`src/rtl/player_move_arbiter_if.sv`:
```
// Paddle control bus: frame/button/camera inputs toward the arbiter, paddle
// position and status back toward the renderer and collision logic.
interface player_move_arbiter_if;
  logic       frame_tick;
  logic       left_button;
  logic       right_button;
  logic       cam_enable;
  logic       cam_valid;
  logic [9:0] cam_x;
  logic [9:0] player_x;
  logic [9:0] player_y;
  logic       src_cam;
  logic       moving;

  modport master (
    output frame_tick, left_button, right_button, cam_enable, cam_valid, cam_x,
    input  player_x, player_y, src_cam, moving
  );

  modport slave (
    input  frame_tick, left_button, right_button, cam_enable, cam_valid, cam_x,
    output player_x, player_y, src_cam, moving
  );
endinterface

```
`src/rtl/player_move_arbiter.sv`:
```
// Paddle position owner: picks buttons or camera tracker as movement source
// and applies at most one bounded x step per frame_tick.
module player_move_arbiter #(
  parameter int PLAYER_SIZE_X = 32,
  parameter int PLAYER_SIZE_Y = 16,
  parameter int SCREEN_W      = 640,
  parameter int SCREEN_H      = 480,
  parameter int BOTTOM_MARGIN = 4,
  parameter int STEP          = 4,
  parameter int DEADBAND      = 2,
  parameter int CAM_TIMEOUT   = 30
) (
  input logic                  CLOCK_50,
  input logic                  reset,
  player_move_arbiter_if.slave bus
);
  localparam int START_X = SCREEN_W/2 - PLAYER_SIZE_X/2;
  localparam int START_Y = SCREEN_H - BOTTOM_MARGIN - PLAYER_SIZE_Y;
  localparam int MAX_X   = SCREEN_W - PLAYER_SIZE_X;
  localparam int SW      = $clog2(CAM_TIMEOUT + 1);

  localparam logic [9:0]         MAX_X10 = 10'(MAX_X);
  localparam logic [9:0]         STEP10  = 10'(STEP);
  localparam logic signed [10:0] HALF_S  = 11'(PLAYER_SIZE_X/2);
  localparam logic signed [10:0] MAX_S   = 11'(MAX_X);
  localparam logic [10:0]        STEP11  = 11'(STEP);
  localparam logic [10:0]        DEAD11  = 11'(DEADBAND);

  typedef enum logic {BTN, CAM} state_t;
  state_t state, state_nxt;

  logic [1:0]         lsync, rsync;
  logic [9:0]         x, x_nxt, target;
  logic [SW-1:0]      stale_cnt;
  logic               mov;
  logic               left_p, right_p;
  logic signed [10:0] tgt_off, desired, err;
  logic [10:0]        abs_err;

  assign left_p  = ~lsync[1];
  assign right_p = ~rsync[1];

  always_ff @(posedge CLOCK_50 or negedge reset) begin
    if (!reset) begin
      lsync <= 2'b11;
      rsync <= 2'b11;
    end else begin
      lsync <= {lsync[0], bus.left_button};
      rsync <= {rsync[0], bus.right_button};
    end
  end

  // A fresh strobe wins over the staleness increment in the same cycle.
  always_ff @(posedge CLOCK_50 or negedge reset) begin
    if (!reset) begin
      target    <= 10'(SCREEN_W/2);
      stale_cnt <= '0;
    end else if (bus.cam_valid) begin
      target    <= bus.cam_x;
      stale_cnt <= '0;
    end else if (bus.frame_tick && stale_cnt != SW'(CAM_TIMEOUT)) begin
      stale_cnt <= stale_cnt + 1'b1;
    end
  end

  always_ff @(posedge CLOCK_50 or negedge reset) begin
    if (!reset) begin
      state <= BTN;
      x     <= 10'(START_X);
      mov   <= 1'b0;
    end else begin
      state <= state_nxt;
      if (bus.frame_tick) begin
        x   <= x_nxt;
        mov <= (x_nxt != x);
      end
    end
  end

  always_comb begin
    state_nxt = state;
    case (state)
      BTN: if (bus.cam_enable && bus.cam_valid) state_nxt = CAM;
      CAM: if (!bus.cam_enable || stale_cnt == SW'(CAM_TIMEOUT)) state_nxt = BTN;
      default: state_nxt = BTN;
    endcase
  end

  // Camera target is a centre; convert to a left edge clamped on screen.
  always_comb begin
    tgt_off = signed'({1'b0, target}) - HALF_S;
    desired = tgt_off;
    if (tgt_off < 11'sd0)  desired = 11'sd0;
    else if (tgt_off > MAX_S) desired = MAX_S;
    err     = desired - signed'({1'b0, x});
    abs_err = err[10] ? -err : err;
  end

  always_comb begin
    x_nxt = x;
    if (state == CAM) begin
      if (abs_err > STEP11)      x_nxt = err[10] ? x - STEP10 : x + STEP10;
      else if (abs_err > DEAD11) x_nxt = desired[9:0];
    end else if (left_p && !right_p) begin
      x_nxt = (x < STEP10) ? 10'd0 : x - STEP10;
    end else if (right_p && !left_p) begin
      x_nxt = (x > MAX_X10 - STEP10) ? MAX_X10 : x + STEP10;
    end
  end

  assign bus.player_x = x;
  assign bus.player_y = 10'(START_Y);
  assign bus.src_cam  = (state == CAM);
  assign bus.moving   = mov;
endmodule

```
`src/flat_wrapper.sv`:
```
// flat-port wrapper written by rule: the top's interface ports become plain ports
module player_move_arbiter_flat 
#(
  parameter int PLAYER_SIZE_X = 32,
  parameter int PLAYER_SIZE_Y = 16,
  parameter int SCREEN_W      = 640,
  parameter int SCREEN_H      = 480,
  parameter int BOTTOM_MARGIN = 4,
  parameter int STEP          = 4,
  parameter int DEADBAND      = 2,
  parameter int CAM_TIMEOUT   = 30
)
  (CLOCK_50, reset, bus_frame_tick, bus_left_button, bus_right_button, bus_cam_enable, bus_cam_valid, bus_cam_x, bus_player_x, bus_player_y, bus_src_cam, bus_moving);
  player_move_arbiter_if bus_i ();
  input logic CLOCK_50;
  input logic reset;
  input wire logic [$bits(bus_i.frame_tick)-1:0] bus_frame_tick;
  input wire logic [$bits(bus_i.left_button)-1:0] bus_left_button;
  input wire logic [$bits(bus_i.right_button)-1:0] bus_right_button;
  input wire logic [$bits(bus_i.cam_enable)-1:0] bus_cam_enable;
  input wire logic [$bits(bus_i.cam_valid)-1:0] bus_cam_valid;
  input wire logic [$bits(bus_i.cam_x)-1:0] bus_cam_x;
  output wire logic [$bits(bus_i.player_x)-1:0] bus_player_x;
  output wire logic [$bits(bus_i.player_y)-1:0] bus_player_y;
  output wire logic [$bits(bus_i.src_cam)-1:0] bus_src_cam;
  output wire logic [$bits(bus_i.moving)-1:0] bus_moving;
  assign bus_i.frame_tick = bus_frame_tick;
  assign bus_i.left_button = bus_left_button;
  assign bus_i.right_button = bus_right_button;
  assign bus_i.cam_enable = bus_cam_enable;
  assign bus_i.cam_valid = bus_cam_valid;
  assign bus_i.cam_x = bus_cam_x;
  assign bus_player_x = bus_i.player_x;
  assign bus_player_y = bus_i.player_y;
  assign bus_src_cam = bus_i.src_cam;
  assign bus_moving = bus_i.moving;
  player_move_arbiter #(.PLAYER_SIZE_X(PLAYER_SIZE_X), .PLAYER_SIZE_Y(PLAYER_SIZE_Y), .SCREEN_W(SCREEN_W), .SCREEN_H(SCREEN_H), .BOTTOM_MARGIN(BOTTOM_MARGIN), .STEP(STEP), .DEADBAND(DEADBAND), .CAM_TIMEOUT(CAM_TIMEOUT)) u_core (.CLOCK_50(CLOCK_50), .reset(reset), .bus(bus_i));
endmodule
```
`config.mk`:
```
export PLATFORM = sky130hd
export DESIGN_NAME = player_move_arbiter_flat
export DESIGN_NICKNAME = d
export VERILOG_FILES = /design/src/rtl/player_move_arbiter_if.sv /design/src/rtl/player_move_arbiter.sv /design/src/flat_wrapper.sv
export SDC_FILE = /design/constraint.sdc
export NUM_CORES = 1
export LEC_CHECK = 0
export ABC_AREA = 1
export BUFFER_PORTS_ARGS = -buffer_cell sky130_fd_sc_hd__buf_2
export CAP_MARGIN = 20
export CORE_MARGIN = 2
export CORE_UTILIZATION = 40
export CTS_BUF_LIST = sky130_fd_sc_hd__clkbuf_8
export DETAILED_ROUTE_END_ITERATION = 10
export HOLD_SLACK_MARGIN = 0.15
export SLEW_MARGIN = 20
export SYNTH_ARGS = -nofsm -noshare
export SYNTH_HDL_FRONTEND = slang
export SYNTH_SLANG_ARGS = --single-unit
```
`constraint.sdc`:
```
create_clock -name CLOCK_50 -period 5.18 [get_ports CLOCK_50]
set_input_delay 0 -clock CLOCK_50 [delete_from_list [all_inputs] [get_ports CLOCK_50]]
set_output_delay 0 -clock CLOCK_50 [all_outputs]
set_load 0.01 [all_outputs]
```
Word level (Yosys, flattened, before mapping)

Index checks and enable logic that the tools add are counted.

Register bits: 31
Latch bits: 0
RAM bits: 0
Memory bits (read-only): 0
Bits of input ports: 17
Output and inout bits: 22
Logic and storage cells: 48
Memories kept: 0

$add $sub $neg: 6
Multiply operators: 0
Divide/modulo/power cells: 0
Magnitude comparators: 6
Eq/ne operators: 3
Shift-type cells: 0
Muxes and demuxes: 16
Bitwise logic cells: 3
Reductions and logical operators: 7

Operator list:

| operator                                                                         | number |
|---|---|
| 10-bit 2-to-1 mux                                                                | 8 |
| 11-bit 2-to-1 mux                                                                | 3 |
| 11-bit greater-than comparator, second input constant                            | 1 |
| 11-bit by 2-bit greater-than comparator with 1-bit output, second input constant | 1 |
| 11-bit by 3-bit greater-than comparator with 1-bit output, second input constant | 1 |
| 11-bit by 1-bit < comparator with 1-bit output, second input constant            | 1 |
| 11-bit negator                                                                   | 1 |
| 10-bit by 5-bit subtractor with 11-bit output, second input constant             | 1 |
| 11-bit subtractor                                                                | 1 |
| 10-bit by 3-bit adder with 10-bit output, second input constant                  | 1 |
| 10-bit greater-than comparator, second input constant                            | 1 |
| 10-bit by 3-bit < comparator with 1-bit output, second input constant            | 1 |
| 5-bit 2-to-1 mux                                                                 | 2 |
| 10-bit inequality test                                                           | 1 |
| 10-bit by 3-bit subtractor with 10-bit output, second input constant             | 1 |
| 5-bit by 1-bit adder with 5-bit output, second input constant                    | 1 |
| 5-bit == test, second input constant                                             | 1 |
| 5-bit inequality test, second input constant                                     | 1 |
| 1-bit logical AND                                                                | 4 |
| 1-bit inverter                                                                   | 3 |
| 1-bit 2-to-1 mux                                                                 | 2 |
| 1-bit case mux with 2 select lines                                               | 1 |
| 2-bit nonzero test                                                               | 1 |
| 1-bit zero test                                                                  | 1 |
| 1-bit logical OR                                                                 | 1 |

Logic depth before layout (Yosys ltp)

Depth after elaboration: 12
Gate-level depth with buffers: 40
Depth with buffers taken out: 39

Worst setup path after synthesis

Ideal clock, no wire load.

Path kind: register -> register
Start point: register u_core.target[4]
End point: register u_core.mov, in the netlist u_core.bus.moving
Library setup time: 117 ps
Data arrival time: 4,230 ps
Data required time: 5,063 ps
Setup slack: 833 ps
Cell stages (with the launch flop): 39
Path buffers: 0
Clock period less this slack: 4,347 ps
Path through: dfrtp_1 -> inv_1 -> ha_1 -> nand2_1 -> nor3_1 -> nor2_1 -> nand2_1 -> inv_1 -> nor2_1 -> inv_1 -> nor2_1 -> inv_1 -> ha_1 -> inv_1 -> fa_1 -> inv_1 -> ha_1 -> inv_1 -> (+3 left out) -> nand2_1 -> nand2_1 -> nand2_1 -> nand2_1 -> and2_1 -> nand3_2 -> nor2_8 -> nand2_4 -> nand2_1 -> nand3_1 -> nand2_1 -> nand2_1 -> nand2_1 -> nand3_1 -> nor2_1 -> nand2_1 -> nor2_1 -> nor2_1

Cells in the longest elaborated chain, start to end: 12
Elaborated cells between the ends (all ways): 15
Those cells by class: add/sub (3); order compare (4); eq/ne (1); mux (7)

RTL lines:

| element                                                   | line                       | text |
|---|---|---|
| start, declared                                           | player_move_arbiter.sv:33  | `logic [9:0] x, x_nxt, target;` |
| start signal, assigned                                    | player_move_arbiter.sv:56  | `target <= 10'(SCREEN_W/2);` |
| start signal, assigned                                    | player_move_arbiter.sv:59  | `target <= bus.cam_x;` |
| 10-bit by 5-bit subtractor with 11-bit output (*)         | player_move_arbiter.sv:91  | `tgt_off = signed'({1'b0, target}) - HALF_S;` |
| 11-bit greater-than comparator                            | player_move_arbiter.sv:94  | `else if (tgt_off > MAX_S) desired = MAX_S;` |
| 11-bit 2-to-1 mux                                         | player_move_arbiter.sv:94  |  |
| 11-bit 2-to-1 mux (*)                                     | player_move_arbiter.sv:93  | `if (tgt_off < 11'sd0) desired = 11'sd0;` |
| 11-bit subtractor                                         | player_move_arbiter.sv:95  | `err = desired - signed'({1'b0, x});` |
| 11-bit negator                                            | player_move_arbiter.sv:96  | `abs_err = err[10] ? -err : err;` |
| 11-bit 2-to-1 mux                                         | player_move_arbiter.sv:96  |  |
| 11-bit by 2-bit greater-than comparator with 1-bit output | player_move_arbiter.sv:103 | `else if (abs_err > DEAD11) x_nxt = desired[9:0];` |
| 10-bit 2-to-1 mux                                         | player_move_arbiter.sv:103 |  |
| 10-bit 2-to-1 mux (*)                                     | player_move_arbiter.sv:102 | `if (abs_err > STEP11) x_nxt = err[10] ? x - STEP10 : x + STEP10;` |
| 10-bit 2-to-1 mux (*)                                     | player_move_arbiter.sv:101 | `if (state == CAM) begin` |
| 10-bit inequality test (*)                                | player_move_arbiter.sv:75  | `mov <= (x_nxt != x);` |
| end signal, assigned                                      | player_move_arbiter.sv:75  |  |
| end, declared                                             | player_move_arbiter.sv:35  | `logic mov;` |

Every way passes the cells marked *; elsewhere a longest branch is shown, timed or not.
A chain may end at the register's enable or synchronous reset.

Worst setup path after layout

Start point: register u_core.target[5]
End point: register u_core.mov, in the netlist u_core.bus.moving

Same word-level chain as after synthesis.

==> load_flow_metrics.sql <==
INSERT INTO impl_metrics (metric_group, metric, value, unit) VALUES
('critical_path', 'path_class', 'reg2reg', ''),
('critical_path', 'crit_arrival', '4.88', 'ns'),
('drt', 'detailedRoute.firstPassIterationCount', '4', ''),
('cts', 'clock_latency', '0.29', 'ns'),
('timing', 'finalClockSkew', '0.0108', 'ns'),
('grt', 'grt_pass1_vias', '3513', ''),
('die', 'die_x', '97.6', 'µm'),
('die', 'std_cell_rows', '34', ''),
('timing', 'worst_slew_pin_slew', '0.770', 'ns'),
('critical_path', 'crit_path_max_incr_delay', '0.41', 'ns'),
('cts', 'cts-buffers-inserted', '5', ''),
('drt', 'postRouteWirelength', '9920', 'µm'),
('pwr', 'total_leakage_power', '2.19', 'nW'),
('die', 'core_area', '0.00859', 'mm²'),
('grt', 'global_route.overflow_total', '0', ''),
('placed_design', 'buffer_ports.inserted', '28', ''),
('yosys', 'synth_area_leaders', 'sky130_fd_sc_hd__nand2_1, sky130_fd_sc_hd__dfrtp_1, sky130_fd_sc_hd__nand3_1', ''),
('outcome', 'status', 'finished clean', ''),
('critical_path', 'timing.critical_path.mode_cell', 'sky130_fd_sc_hd__nand2_1', ''),
('cts', 'ctsLongestPathBuffers', '2', ''),
('yosys', 'synthAdderAreaFrac', '6.65', '%'),
('yosys', 'syn_inst', '574', ''),
('yosys', 'synth_largest_type_area_fraction', '19.5', '%'),
('cts', 'tritoncts', 'built', ''),
('yosys', 'synthMostInstantiatedCell', 'sky130_fd_sc_hd__nand2_1', ''),
('drt', 'remaining_drc_errors', '0', ''),
('timing', 'tns', '0', 'ns'),
('drt', 'route.vias.total', '3763', ''),
('min_path', 'min-delay-path-class', 'in2async', ''),
('run', 'maxCapViolations', '0', ''),
('pwr', 'vdd_drop_max', '0.195', 'mV'),
('grt', 'antenna_found_initial', '0', ''),
('timing', 'rsz_0062_raised_after_global_routing', 'no', ''),
('yosys', 'compound_gate_portion_of_the_synthesized_area', '12.8', '%'),
('drt', 'drt_iter0_drc', '227', ''),
('critical_path', 'startpoint_type', 'flip-flop', ''),
('cts', 'cts.reportedPaths.clkPinSlew', '0.08', 'ns'),
('yosys', 'netlist.top_cell.by_area', 'sky130_fd_sc_hd__nand2_1', ''),
('critical_path', 'ff2ff_path_depth', '38', ''),
('critical_path', 'required', '5.37', 'ns'),
('cts', 'clk_root_buffer_cell', 'sky130_fd_sc_hd__clkbuf_8', ''),
('die', 'die_h', '97.6', 'µm'),
('yosys', 'synth_area_per_cell', '6.10', 'µm²'),
('critical_path', 'biggest_fanout_along_the_worst_timing_path', '8', ''),
('critical_path', 'critical_path.slowest_cell', 'sky130_fd_sc_hd__fa_1', ''),
('finish', 'antenna_cells', '0', ''),
('placed_design', 'post-place-ws', '0.340', 'ns'),
('yosys', 'synthArstFlopShare', '100', '%'),
('yosys', 'synth_edf_count', '0', ''),
('finish', 'drive_above_1_share', '14.3', '%'),
('critical_path', 'crit_path_end_kind', 'flip-flop', ''),
('timing', 'finalWorstSetupSlack', '0.496', 'ns'),
('timing', 'setup_viol', '0', ''),
('yosys', 'synth_xor_area_share', '3.75', '%'),
('timing', 'min_period', '4.68', 'ns'),
('drt', 'postRouteAntennaNets', '0', ''),
('yosys', 'synth_cell_types', '48', ''),
('placed_design', 'post-dp-hpwl', '7450', 'µm'),
('yosys', 'share_of_the_yosys_chip_area_belonging_to_registers', '22.5', '%'),
('timing', 'fin_hold_ws', '0.304', 'ns'),
('timing', 'finalCritPeriodShare', '90.4', '%'),
('yosys', 'post_synth_most_frequent_cells', 'sky130_fd_sc_hd__nand2_1, sky130_fd_sc_hd__inv_1, sky130_fd_sc_hd__nand3_1, sky130_fd_sc_hd__nor2_1, sky130_fd_sc_hd__o21ai_0', ''),
('die', 'floorplan.initialDensity', '40.8', '%'),
('timing', 'slew_headroom', '48.7', '%'),
('grt', 'grt_max_degree', '32', ''),
('finish', 'fin_nets', '665', ''),
('grt', 'globalRouteTotalUtil', '20.9', '%'),
('yosys', 'combinational_family_with_the_most_area_after_synthesis', 'simple AND/OR/NAND/NOR gates', ''),
('cts', 'clock_tree_sinks', '31', ''),
('placed_design', 'gp_routability_congestion', '0.920', ''),
('drt', 'avgRoutedWirePerCell', '13.4', 'µm');
## layout by cell type, fill, tap and decap left out, types with 2 or more instances in the layout
cell type | synthesis | layout
sky130_fd_sc_hd__ha_1 | 17 | 16
sky130_fd_sc_hd__dfstp_2 | 9 | 9
sky130_fd_sc_hd__buf_2 | 3 | 28
sky130_fd_sc_hd__inv_1 | 72 | 70
sky130_fd_sc_hd__a21oi_1 | 15 | 15
sky130_fd_sc_hd__nor3_1 | 9 | 7
sky130_fd_sc_hd__o21ai_2 | 2 | 2
sky130_fd_sc_hd__nand3_1 | 60 | 60
sky130_fd_sc_hd__dfrtp_1 | 22 | 22
sky130_fd_sc_hd__a21oi_2 | 2 | 2
sky130_fd_sc_hd__buf_4 | 11 | 8
sky130_fd_sc_hd__nor2_1 | 52 | 47
sky130_fd_sc_hd__dlygate4sd3_1 | 0 | 27
sky130_fd_sc_hd__o211ai_1 | 3 | 3
sky130_fd_sc_hd__xor2_1 | 12 | 12
sky130_fd_sc_hd__o22ai_1 | 3 | 3
sky130_fd_sc_hd__nand2_1 | 182 | 180
sky130_fd_sc_hd__clkinvlp_4 | 0 | 2
sky130_fd_sc_hd__o21ai_1 | 3 | 4
sky130_fd_sc_hd__nand4_1 | 6 | 6
sky130_fd_sc_hd__nand2_2 | 7 | 9
sky130_fd_sc_hd__xnor2_1 | 3 | 2
sky130_fd_sc_hd__o21ai_0 | 38 | 37
sky130_fd_sc_hd__o31ai_1 | 2 | 2
sky130_fd_sc_hd__clkbuf_8 | 0 | 5
sky130_fd_sc_hd__clkinv_1 | 2 | 2
sky130_fd_sc_hd__nand3_2 | 3 | 3
sky130_fd_sc_hd__inv_2 | 2 | 4
sky130_fd_sc_hd__conb_1 | 2 | 10
sky130_fd_sc_hd__nor2_2 | 2 | 6
sky130_fd_sc_hd__nand2_4 | 2 | 2
sky130_fd_sc_hd__nor3_2 | 0 | 2
sky130_fd_sc_hd__a22oi_1 | 3 | 3
## cell families after synthesis
logic type	count (synthesis)
AO/OA/AOI/OAI	78
XOR/XNOR	15
adder cells (fa/ha/maj)	18
buffers and inverters	100
flip-flops	31
other	2
AND/OR/NAND/NOR	330
## final timing paths
kind / start / endpoint / slack [ns]
setup reg to reg: u_core.target[5] / u_core.bus.moving / 0.50
max in group asynchronous: reset / u_core.bus.player_x[3] / 4.37
hold / removal: reset / u_core.bus.player_x[9] / 0.30
hold reg to reg: u_core.lsync[0] / u_core.lsync[1] / 0.36
min in group CLOCK_50: bus_right_button / u_core.rsync[0] / 0.36
setup / recovery: u_core.target[5] / u_core.bus.moving / 0.50
## repair_timing
item / CTS / global route
setup endpoints to repair: 0 / 1
hold buffers: 27 / 0
buffers inserted: 0 / 6
gates resized for setup: 0 / 16
hold endpoints to repair: 40 / 0
## layer usage
| layer | part of all wire (%) | up-vias | GRT usage (%) |
|---|---|---|---|
| li1 | - | 1935 | - |
| met1 | 47 | 1704 | 29.3 |
| met2 | 47 | 117 | 34.4 |
| met3 | 5.9 | 7 | 2.59 |
| met4 | 0.70 | 0 | 4.49 |
| met5 | 0 | - | 0 |
## registers in the layout, summed over array words and instances (netlist names)
register / count
u_core.bus.src_cam: 1
u_core.stale_cnt: 5
u_core.rsync: 2
u_core.target: 10
u_core.bus.moving: 1
u_core.bus.player_x: 10
u_core.lsync: 2
## report_power, final
part	switching, mW	total (mW)	internal [mW]
Sequential	0.0683	0.354	0.285
Clock	0.105	0.198	0.0935
Combinational	0.927	1.40	0.471
## per-stage QoR
| stage | utilization [%] | instances | power, mW | area (µm²) |
|---|---|---|---|---|
| 2_1_floorplan | - | 582 | 1.43 | 3530 |
| 3_3_place_gp | 42.7 | 698 | 1.68 | 3670 |
| 3_5_place_dp | 42.7 | 698 | 1.70 | 3670 |
| 4_1_cts | 46.9 | 733 | 1.92 | 4030 |
| 5_1_grt | 48.0 | 739 | 2.17 | 4130 |
| 6_report | 48.0 | 739 | 1.95 | 4130 |
## critical path: cells and delay by family (launching register included)
| kind | cells | cell delay (ns) |
|---|---|---|
| AND/OR/NAND/NOR | 24 | 2.28 |
| adder cells (fa/ha/maj) | 4 | 0.91 |
| buffers and inverters | 8 | 0.68 |
| flip-flops | 1 | 0.40 |
| XOR/XNOR | 1 | 0.17 |
| AO/OA/AOI/OAI | 1 | 0.11 |
## final cells by class
| cell class | count | area, µm² | area share [%] |
|---|---|---|---|
| clock buffer | 5 | 68.8 | 1.67 |
| inverter | 78 | 309 | 7.48 |
| sequential | 31 | 787 | 19.1 |
| clock inverter | 3 | 20.0 | 0.485 |
| timing repair buffer | 63 | 470 | 11.4 |
| tap | 108 | 135 | 3.27 |
| multi-input combinational | 451 | 2340 | 56.6 |
Power figures use the tool's default switching activity.
